--- src/rtl/cordic_pkg.sv ---
// Shared constants and types for the CORDIC hand-off path: reload-mode encoding,
// default gain constant, capture iteration and the {x, y, z} operand bundle.
package cordic_pkg;

  localparam int              WIDTH_DEF     = 16;
  localparam int              LAST_ITER_DEF = 10;
  localparam logic [15:0]     K_INIT_DEF    = 16'h04D4;

  // Reload modes: which CORDIC results seed the next chained pass
  localparam logic [1:0] MODE_AF_Y = 2'd0;  // X=K, Y=0, Z=yout
  localparam logic [1:0] MODE_AF_Z = 2'd1;  // X=K, Y=0, Z=zout
  localparam logic [1:0] MODE_VEC  = 2'd2;  // X=xout, Y=yout, Z=0
  localparam logic [1:0] MODE_PASS = 2'd3;  // X=xout, Y=yout, Z=zout

  typedef struct packed {
    logic [WIDTH_DEF-1:0] x;
    logic [WIDTH_DEF-1:0] y;
    logic [WIDTH_DEF-1:0] z;
  } reload_t;

endpackage

--- src/rtl/handoff_fifo.sv ---
// Generic synchronous first-word-fall-through FIFO; the head entry is visible on
// pop_data whenever empty is low. A push into a full FIFO is accepted only with a pop.
module handoff_fifo #(
  parameter int DATA_W = 48,
  parameter int DEPTH  = 4
) (
  input  logic                     clk,
  input  logic                     reset,
  input  logic                     push,
  input  logic [DATA_W-1:0]        push_data,
  input  logic                     pop,
  output logic [DATA_W-1:0]        pop_data,
  output logic [$clog2(DEPTH):0]   count,
  output logic                     full,
  output logic                     empty
);

  localparam int AW = $clog2(DEPTH);

  logic [DATA_W-1:0] mem [DEPTH];
  logic [AW-1:0]     wr_ptr;
  logic [AW-1:0]     rd_ptr;
  logic              do_push;
  logic              do_pop;

  assign full    = (count == (AW+1)'(DEPTH));
  assign empty   = (count == '0);
  assign do_pop  = pop & ~empty;
  assign do_push = push & (~full | pop);
  assign pop_data = mem[rd_ptr];

  // DEPTH is a power of two, so the pointers wrap naturally
  always_ff @(posedge clk) begin
    if (reset) begin
      wr_ptr <= '0;
      rd_ptr <= '0;
      count  <= '0;
      for (int i = 0; i < DEPTH; i++) mem[i] <= '0;
    end else begin
      if (do_push) begin
        mem[wr_ptr] <= push_data;
        wr_ptr      <= wr_ptr + AW'(1);
      end
      if (do_pop) rd_ptr <= rd_ptr + AW'(1);
      case ({do_push, do_pop})
        2'b10:   count <= count + (AW+1)'(1);
        2'b01:   count <= count - (AW+1)'(1);
        default: count <= count;
      endcase
    end
  end

endmodule

--- src/rtl/cordic_handoff_buffer.sv ---
// Captures CORDIC results once per sweep at LAST_ITER, builds the reload operand set
// for the next chained pass and queues it behind a valid/ready output handshake.
module cordic_handoff_buffer
  import cordic_pkg::*;
#(
  parameter int               WIDTH     = WIDTH_DEF,
  parameter int               ITER_W    = 4,
  parameter int               LAST_ITER = LAST_ITER_DEF,
  parameter int               DEPTH     = 4,
  parameter logic [WIDTH-1:0] K_INIT    = K_INIT_DEF
) (
  input  logic                    clk,
  input  logic                    reset,
  input  logic [WIDTH-1:0]        xout,
  input  logic [WIDTH-1:0]        yout,
  input  logic [WIDTH-1:0]        zout,
  input  logic [ITER_W-1:0]       iter,
  input  logic                    af_en,
  input  logic [1:0]              mode,
  output logic                    out_valid,
  input  logic                    out_ready,
  output logic [WIDTH-1:0]        x_h,
  output logic [WIDTH-1:0]        y_h,
  output logic [WIDTH-1:0]        z_h,
  output logic [$clog2(DEPTH):0]  count,
  output logic                    overflow
);

  localparam int DATA_W = 3 * WIDTH;

  logic              armed;
  logic              at_last;
  logic              cap;
  logic              push;
  logic              pop;
  logic              full;
  logic              empty;
  logic [WIDTH-1:0]  x_new;
  logic [WIDTH-1:0]  y_new;
  logic [WIDTH-1:0]  z_new;
  logic [DATA_W-1:0] head;

  assign at_last = af_en & (iter == ITER_W'(LAST_ITER));
  assign cap     = at_last & armed;

  // Handshake: out_valid means the head entry is presented on x_h/y_h/z_h;
  // it transfers on a cycle where out_valid and out_ready are both high, and
  // the head holds steady while out_valid is high and out_ready is low.
  assign pop  = out_valid & out_ready;
  assign push = cap & (~full | pop);

  // One capture per LAST_ITER dwell: disarm on capture, rearm once the dwell ends
  always_ff @(posedge clk) begin
    if (reset) begin
      armed    <= 1'b1;
      overflow <= 1'b0;
    end else begin
      if (cap)           armed <= 1'b0;
      else if (!at_last) armed <= 1'b1;
      if (cap & full & ~pop) overflow <= 1'b1;
    end
  end

  always_comb begin
    x_new = K_INIT;
    y_new = '0;
    z_new = '0;
    case (mode)
      MODE_AF_Y: z_new = yout;
      MODE_AF_Z: z_new = zout;
      MODE_VEC: begin
        x_new = xout;
        y_new = yout;
      end
      MODE_PASS: begin
        x_new = xout;
        y_new = yout;
        z_new = zout;
      end
      default: ;
    endcase
  end

  handoff_fifo #(
    .DATA_W (DATA_W),
    .DEPTH  (DEPTH)
  ) u_fifo (
    .clk       (clk),
    .reset     (reset),
    .push      (push),
    .push_data ({x_new, y_new, z_new}),
    .pop       (pop),
    .pop_data  (head),
    .count     (count),
    .full      (full),
    .empty     (empty)
  );

  assign out_valid = ~empty;
  assign x_h = out_valid ? head[3*WIDTH-1:2*WIDTH] : '0;
  assign y_h = out_valid ? head[2*WIDTH-1:WIDTH]   : '0;
  assign z_h = out_valid ? head[WIDTH-1:0]         : '0;

endmodule
--- config.mk ---
export PLATFORM = sky130hd
export DESIGN_NAME = cordic_handoff_buffer
export DESIGN_NICKNAME = d
export VERILOG_FILES = /design/src/rtl/cordic_pkg.sv /design/src/rtl/handoff_fifo.sv /design/src/rtl/cordic_handoff_buffer.sv
export SDC_FILE = /design/constraint.sdc
export NUM_CORES = 1
export LEC_CHECK = 0
export ABC_AREA = 1
export CAP_MARGIN = 20
export CELL_PAD_IN_SITES_DETAIL_PLACEMENT = 2
export CELL_PAD_IN_SITES_GLOBAL_PLACEMENT = 2
export CORE_UTILIZATION = 36
export CTS_CLUSTER_SIZE = 24
export DETAILED_ROUTE_END_ITERATION = 7
export PLACE_DENSITY_LB_ADDON = 0.1
export SYNTH_ARGS = -nofsm -noshare
export SYNTH_HDL_FRONTEND = slang
export SYNTH_SLANG_ARGS = --single-unit
export TNS_END_PERCENT = 30
--- constraint.sdc ---
create_clock -name clk -period 7.2 [get_ports clk]
set_clock_uncertainty 0.05 [all_clocks]
set_input_delay 1.44 -clock clk [delete_from_list [all_inputs] [get_ports clk]]
set_output_delay 1.44 -clock clk [all_outputs]
set_load 0.1 [all_outputs]
==> results of run 1 <==
[cell usage after synthesis (2+ instances only)]
library cell,count
nand2_1,11
nand3_1,27
nor2_1,318
dfxtp_1,11
nor2_2,10
inv_2,2
buf_6,2
a21oi_1,55
clkbuf_1,31
nand3_2,6
buf_4,3
a22oi_1,16
inv_1,43
o21ai_0,104
edfxtp_1,192
nor3_1,42
buf_2,25
buf_1,6
[cell usage in the layout, fill, tap and decap left out, drive strengths merged, types with 11 or more instances in the layout]
master,netlist,routed
a21oi,55,55
a22oi,16,16
buf,36,19
clkbuf,31,29
clkdlybuf4s50,0,105
clkinv,0,16
dfxtp,11,11
edfxtp,192,192
inv,45,42
nand2,11,11
nand3,34,34
nor2,330,330
nor3,42,42
o21ai,104,104
[routing by layer]
layer  up-vias  wire length (um)  track usage [%]
met2       161             14900             42.0
met3        43              1240             2.86
met5         -                 0                0
met1      3647             12800             29.0
met4         0               720             6.73
li1       3284                 -                -
[critical path, stage by stage (launching register included)]
cell and delay, ns:
dfxtp_4 0.74, buf_4 0.59, nor2_1 0.11, nor2_1 0.13, o21ai_0 0.11, a21oi_1 0.32, clkdlybuf4s50_1 1.20
[power by group through the flow]
stage / Combinational [uW] / Clock (uW) / Sequential [uW]
after detailed placement: 276 / 0 / 1370
after CTS: 277 / 1160 / 1350
after global placement: 271 / 0 / 1370
after floorplan: 167 / 0 / 1370
final: 273 / 1140 / 1340
after global routing: 293 / 1210 / 1350
[path summary, 6_finish.rpt]
path                   startpoint                 to  slack, ns  cells after the start
setup / recovery        flip-flop             z_h[5]       1.95                      6
setup reg to reg  u_fifo.count[1]  u_fifo.mem[0][31]       3.81                      8
hold reg to reg          overflow           overflow       0.42                      1
hold / removal           overflow           overflow       0.42                      1
[area by class of cell]
type | instances | area (um2)
clock buffers | 29 | 641
multi-input cells | 596 | 2740
clock inverters | 14 | 85.1
flip-flops and latches | 203 | 5990
repair buffers | 124 | 1210
fillers | 2621 | 13900
well taps | 330 | 413
inverters | 45 | 170
[state kept, by name, indices dropped and copies added (netlist names), named ones only]
signal / count
u_fifo.wr_ptr: 2
u_fifo.rd_ptr: 2
overflow: 1
u_fifo.mem: 192
u_fifo.count: 3
armed: 1
[metrics by stage]
stage	util (%)	hold slack, ns	power, uW	area (um2)
2_1_floorplan	-	0.404	1530	9180
3_3_place_gp	41.8	0.400	1640	10500
3_5_place_dp	41.9	0.409	1650	10500
4_1_cts	44.8	0.421	2780	11200
5_1_grt	44.8	0.436	2850	11200
6_report	44.8	0.415	2760	11200
[logic make-up (layout without fill, tap and decap cells)]
group           count (synthesis)  in the layout  share of synthesized area, %
buf+inv                       112            212                          5.21
flops                         203            203                          65.2
fa+ha+maj                       2              2                         0.354
simple gates                  417            417                          19.1
xor+xnor                        1              1                        0.0954
compound gates                176            176                          10.1
==> key figures, run 1 <==
Run
  • Max Cap Viol: 0

Layout
  • NumNets Final: around 1,100
  • Layout cells sized above 1: around 7.7%
  • Finished Layout Cells: around 1,300
  • Layout area overhead: 22.5%
  • ANT cells: 0

Critical path
  • Critical Path AT: ~3.8 ns
  • WS Path Type: flip-flop to output port
  • Startpoint Class: flip-flop
  • Crit path capture type: output port
  • Worst endpoint required time: approximately 5.7 ns
  • Worst-path fanout max: 52

Synth
  • Sequential area share after synthesis: 65.2%
  • Synth Flop Type: edfxtp_1
  • Leading area contributor after synthesis: edfxtp_1
  • Post-synth net total: a little under 1,000
  • Average size of a mapped cell: around 10 um2
  • EDFF count, synth: about 190
  • #FFs+latches synth: between 200 and 250
  • Yosys top cell area share: between 60% and 70%
  • Synth area leaders: edfxtp_1, nor2_1, o21ai_0, a21oi_1, dfxtp_1
  • Ys Warns: 0
  • Asr flop ratio synth: 0%
  • Post-Syn Area: 9180 um2
  • Post-synth cell types: 25
  • Cells after synthesis: slightly above 900

Route
  • Total Wirelength: about 30,000 um
  • Avg WL per Cell: between 20 and 25 um
  • Drt drc: 0
  • Pre-antenna DRT Iters: 4
  • Vias: roughly 7,100
  • Initial drt markers: 330
  • Remaining antenna violation count: 0
  • DR vias/cell: roughly 5.3

CTS
  • Postcts setup bufs: 0
  • H-tree levels: 1
  • Clk buf depth: 3
  • Post-CTS Hold Fix Bufs: 0
  • Clk slew on worst S/H paths: approximately 0.060 ns
  • CTS sink cnt: approximately 200
  • CTS buffer count: 24
  • Clk Latency, worst-skew pair: 0.51 ns
  • Clock Root Buffer: clkbuf_16
  • CTS tree: done
  • Resize count post-CTS: 0

Timing
  • Fmax: about 190 MHz
  • Setup TNS: 0 ns
  • Fin worst setup slack: roughly 2 ns
  • Period utilization: approximately 73%
  • Final worst path period need: between 5 and 6 ns
  • Worst-Margin Slew: 1.01 ns
  • RSZ-0062 raised after global routing: no
  • Final Hold Vio Count: 0
  • Final setup violation count: 0
  • Worst rel slew slack: 32.4%
  • Final Max Slew Viols: 0

Power
  • Switch share: 25.1%
  • Comb power frac: 9.9%
  • Power Density: 245 nW/um2
  • P_int: slightly above 2000 uW
  • Peak VDD IR: ~190 uV
  • Pleak: 0.00401 uW
  • Switching Power: 693 uW
  • Clock group share of total power: 41.3%
  • Sequential share of power: between 40% and 50%

Global route
  • Antenna violations before repair: 0
  • Largest net degree at the start of global routing: 53
  • GRT Total Usage: about 23%
  • GR Overflow Total: 0
  • Vias in the first global route: around 8,000
  • First-pass GRT wire length: around 46,000 um

Placement
  • IO buf count: 110
  • Placement Setup Slack: 2.14 ns
  • GPL Wtd Cong: roughly 0.7
  • Inst Count DP: about 1,300
  • Post-DP HPWL: ~17,000 um

Run status
  • Status: complete, no violations

Floorplanning
  • Row cnt: 58
  • Die X: around 160 um
  • Die height: around 160 um
  • Core area: 25,100 um2
  • IO Pins: between 100 and 150
  • Initial core utilization: a little over a third
  • Die Area: between 20,000 and 30,000 um2

Hold path
  • Tightest Hold Check Type: flip-flop to flip-flop
Power figures use the tool's default switching activity.
==> inputs of run 2 (changes only) <==
CORE_UTILIZATION = 32   (was 36)
clock period = 4.7 ns   (was 7.2 ns; I/O delays follow)
==> run 2 against run 1 <==
  * Cell area up 4.2%
  * Hold slack better by 0.024 ns
  * Setup slack worse by 1.0 ns
  * Combinational power up 64%
  * Die area up 12%
  * Critical path depth unchanged
  * Clock-buffer cell count up 7
  * Clock power up 59%
==> key figures, run 2 (synthesis gave the netlist of run 1 again) <==
CTS
  • Post-CTS Hold Fix Bufs: 0 (unchanged)
  • CTS tree: done
  • Clk slew on worst S/H paths: 0.06 ns (about the same)
  • Clk Latency, worst-skew pair: 0.51 ns (about the same)
  • Postcts setup bufs: 0 (unchanged)
  • Clock Root Buffer: clkbuf_16
  • Resize count post-CTS: 0 (unchanged)
  • CTS buffer count: 24 (unchanged)
  • Clk buf depth: 3 (unchanged)
  • CTS sink cnt: 203 (unchanged)
  • H-tree levels: 1 (unchanged)

Run
  • Max Cap Viol: 0 (unchanged)

Power
  • Switching Power: 1070 uW (+54%)
  • Peak VDD IR: 177 uV (-8.9%)
  • Power Density: 368 nW/um2 (+50%)
  • Pleak: 0.00425 uW (+6.0%)
  • P_int: 3250 uW (+57%)
  • Switch share: 24.8% (-0.37 points)
  • Comb power frac: 10.4% (+0.5 points)
  • Sequential share of power: 47.7% (-1.1 points)
  • Clock group share of total power: 41.9% (+0.6 points)

Global route
  • Largest net degree at the start of global routing: 65 (+23%)
  • GR Overflow Total: 0 (unchanged)
  • First-pass GRT wire length: 45,600 um (-0.41%)
  • GRT Total Usage: 20.8% (-2.4 points)
  • Vias in the first global route: 7,624 (-4.5%)
  • Antenna violations before repair: 0 (unchanged)

Critical path
  • Worst-path fanout max: 30 (-42%)
  • Crit path capture type: output port
  • Worst endpoint required time: 3.71 ns (-2.00 ns)
  • WS Path Type: flip-flop to output port
  • Critical Path AT: 2.78 ns (-0.98 ns)
  • Critical R2R Launch: u_fifo.count[2]
  • Startpoint Class: flip-flop

Layout
  • Commonest non-fill, non-tap cells in the layout: nor2_1, edfxtp_1, o21ai_0
  • Commonest non-fill, non-tap cell in the layout: nor2_1
  • NumNets Final: 1,062 (+0.76%)
  • Biggest register: u_fifo.mem
  • Largest regs: u_fifo.mem: 192 flops, u_fifo.count: 3 flops
  • Filler cell count: 2,947 (+12%)
  • ANT cells: 0 (unchanged)
  • Max reg flops: 192 (unchanged)
  • Layout cells sized above 1: 13.1% (+5.4 points)
  • Layout Utilization: 41.8% (-3.0 points)
  • Layout area overhead: 27.6%

Route
  • Total Wirelength: 29,600 um (about the same)
  • Drt drc: 0 (unchanged)
  • Initial drt markers: 328 (-0.61%)
  • Remaining antenna violation count: 0 (unchanged)
  • Avg WL per Cell: 21.2 um (-4.1%)
  • DR vias/cell: 5.03 (-5.4%)
  • Vias: 7,037 (-1.4%)
  • Pre-antenna DRT Iters: 5 (+1)

Hold path
  • Tightest Hold Check Type: flip-flop to flip-flop
  • Hold path start: overflow

Timing
  • Period utilization: 80.1%
  • Final worst path period need: ~3.8 ns
  • Worst rel slew slack: 34.9% (+2.5 points)
  • Final Hold Vio Count: 0 (unchanged)
  • Final Max Slew Viols: 0 (unchanged)
  • RSZ-0062 raised after global routing: no
  • Worst-Margin Slew: 0.973 ns (-0.0372 ns)
  • Fmax: about 270 MHz
  • Final setup violation count: 0 (unchanged)
  • Setup TNS: 0 ns (unchanged)
  • WHS: 0.439 ns (+0.0239 ns)

Placement
  • IO buf count: 110 (unchanged)
  • Post-DP HPWL: 18,100 um (+5.3%)
  • GPL Wtd Cong: 0.716 (-0.61%)

Floorplanning
  • Die Area: 29,400 um2 (+12%)
  • Die height: 171 um (+6.0%)
  • Core area: 28,000 um2 (+12%)
  • Initial core utilization: 32.8% (-3.8 points)
  • IO Pins: 111 (unchanged)
  • Die X: 171 um (+6.0%)
  • Row cnt: 61 (+5.2%)

Run status
  • Status: complete, no violations
[run 2: worst paths after layout]
check             cells past startpoint               to  slack, ns
setup / recovery                      6           y_h[4]       0.93
hold / removal                        1         overflow       0.44
setup reg to reg                     12  u_fifo.count[2]       2.11
hold reg to reg                       1         overflow       0.44
[run 2: area by class of cell]
cell class | instances | area [um2] | area share [%]
Clock buffer | 36 | 738 | 6.30
Clock inverter | 8 | 35.0 | 0.299
Multi-Input combinational cell | 596 | 2730 | 23.3
Sequential cell | 203 | 5990 | 51.2
Tap cell | 378 | 473 | 4.04
Inverter | 45 | 170 | 1.45
Timing Repair Buffer | 132 | 1570 | 13.4
[run 2: worst max-delay path, stage by stage (launching register included)]
cell and delay [ns]:
dfxtp_2 0.83, clkinv_1 0.21, buf_4 0.33, nor2_1 0.18, o21ai_0 0.10, a21oi_1 0.25
buf_4 0.34
[run 2: per-stage QoR]
| stage | power (uW) | instances | setup WS (ns) | cell area [um2] |
|---|---|---|---|---|
| after detailed placement | 2550 | 1354 | 1.28 | 10900 |
| after global placement | 2540 | 1354 | 1.39 | 10900 |
| after floorplan | 2350 | 911 | -0.167 | 9180 |
| after CTS | 4360 | 1398 | 0.836 | 11700 |
| after global routing | 4450 | 1398 | 0.715 | 11700 |
| final | 4310 | 1398 | 0.933 | 11700 |
[run 2: routing by layer]
metal | track usage [%] | routed length [um] | vias to the layer above
li1 | - | - | 3299
met1 | 26.7 | 13100 | 3583
met2 | 37.3 | 15100 | 117
met3 | 2.32 | 829 | 38
met4 | 5.12 | 614 | 0
met5 | 0 | 0 | -
[run 2: power groups by stage]
| stage | combinational (uW) | clock [uW] | sequential, uW |
|---|---|---|---|
| finish | 448 | 1810 | 2060 |
| global placement | 449 | 0 | 2090 |
| CTS | 455 | 1850 | 2060 |
| detailed placement | 452 | 0 | 2100 |
| floorplan | 256 | 0 | 2090 |
| global route | 478 | 1910 | 2060 |
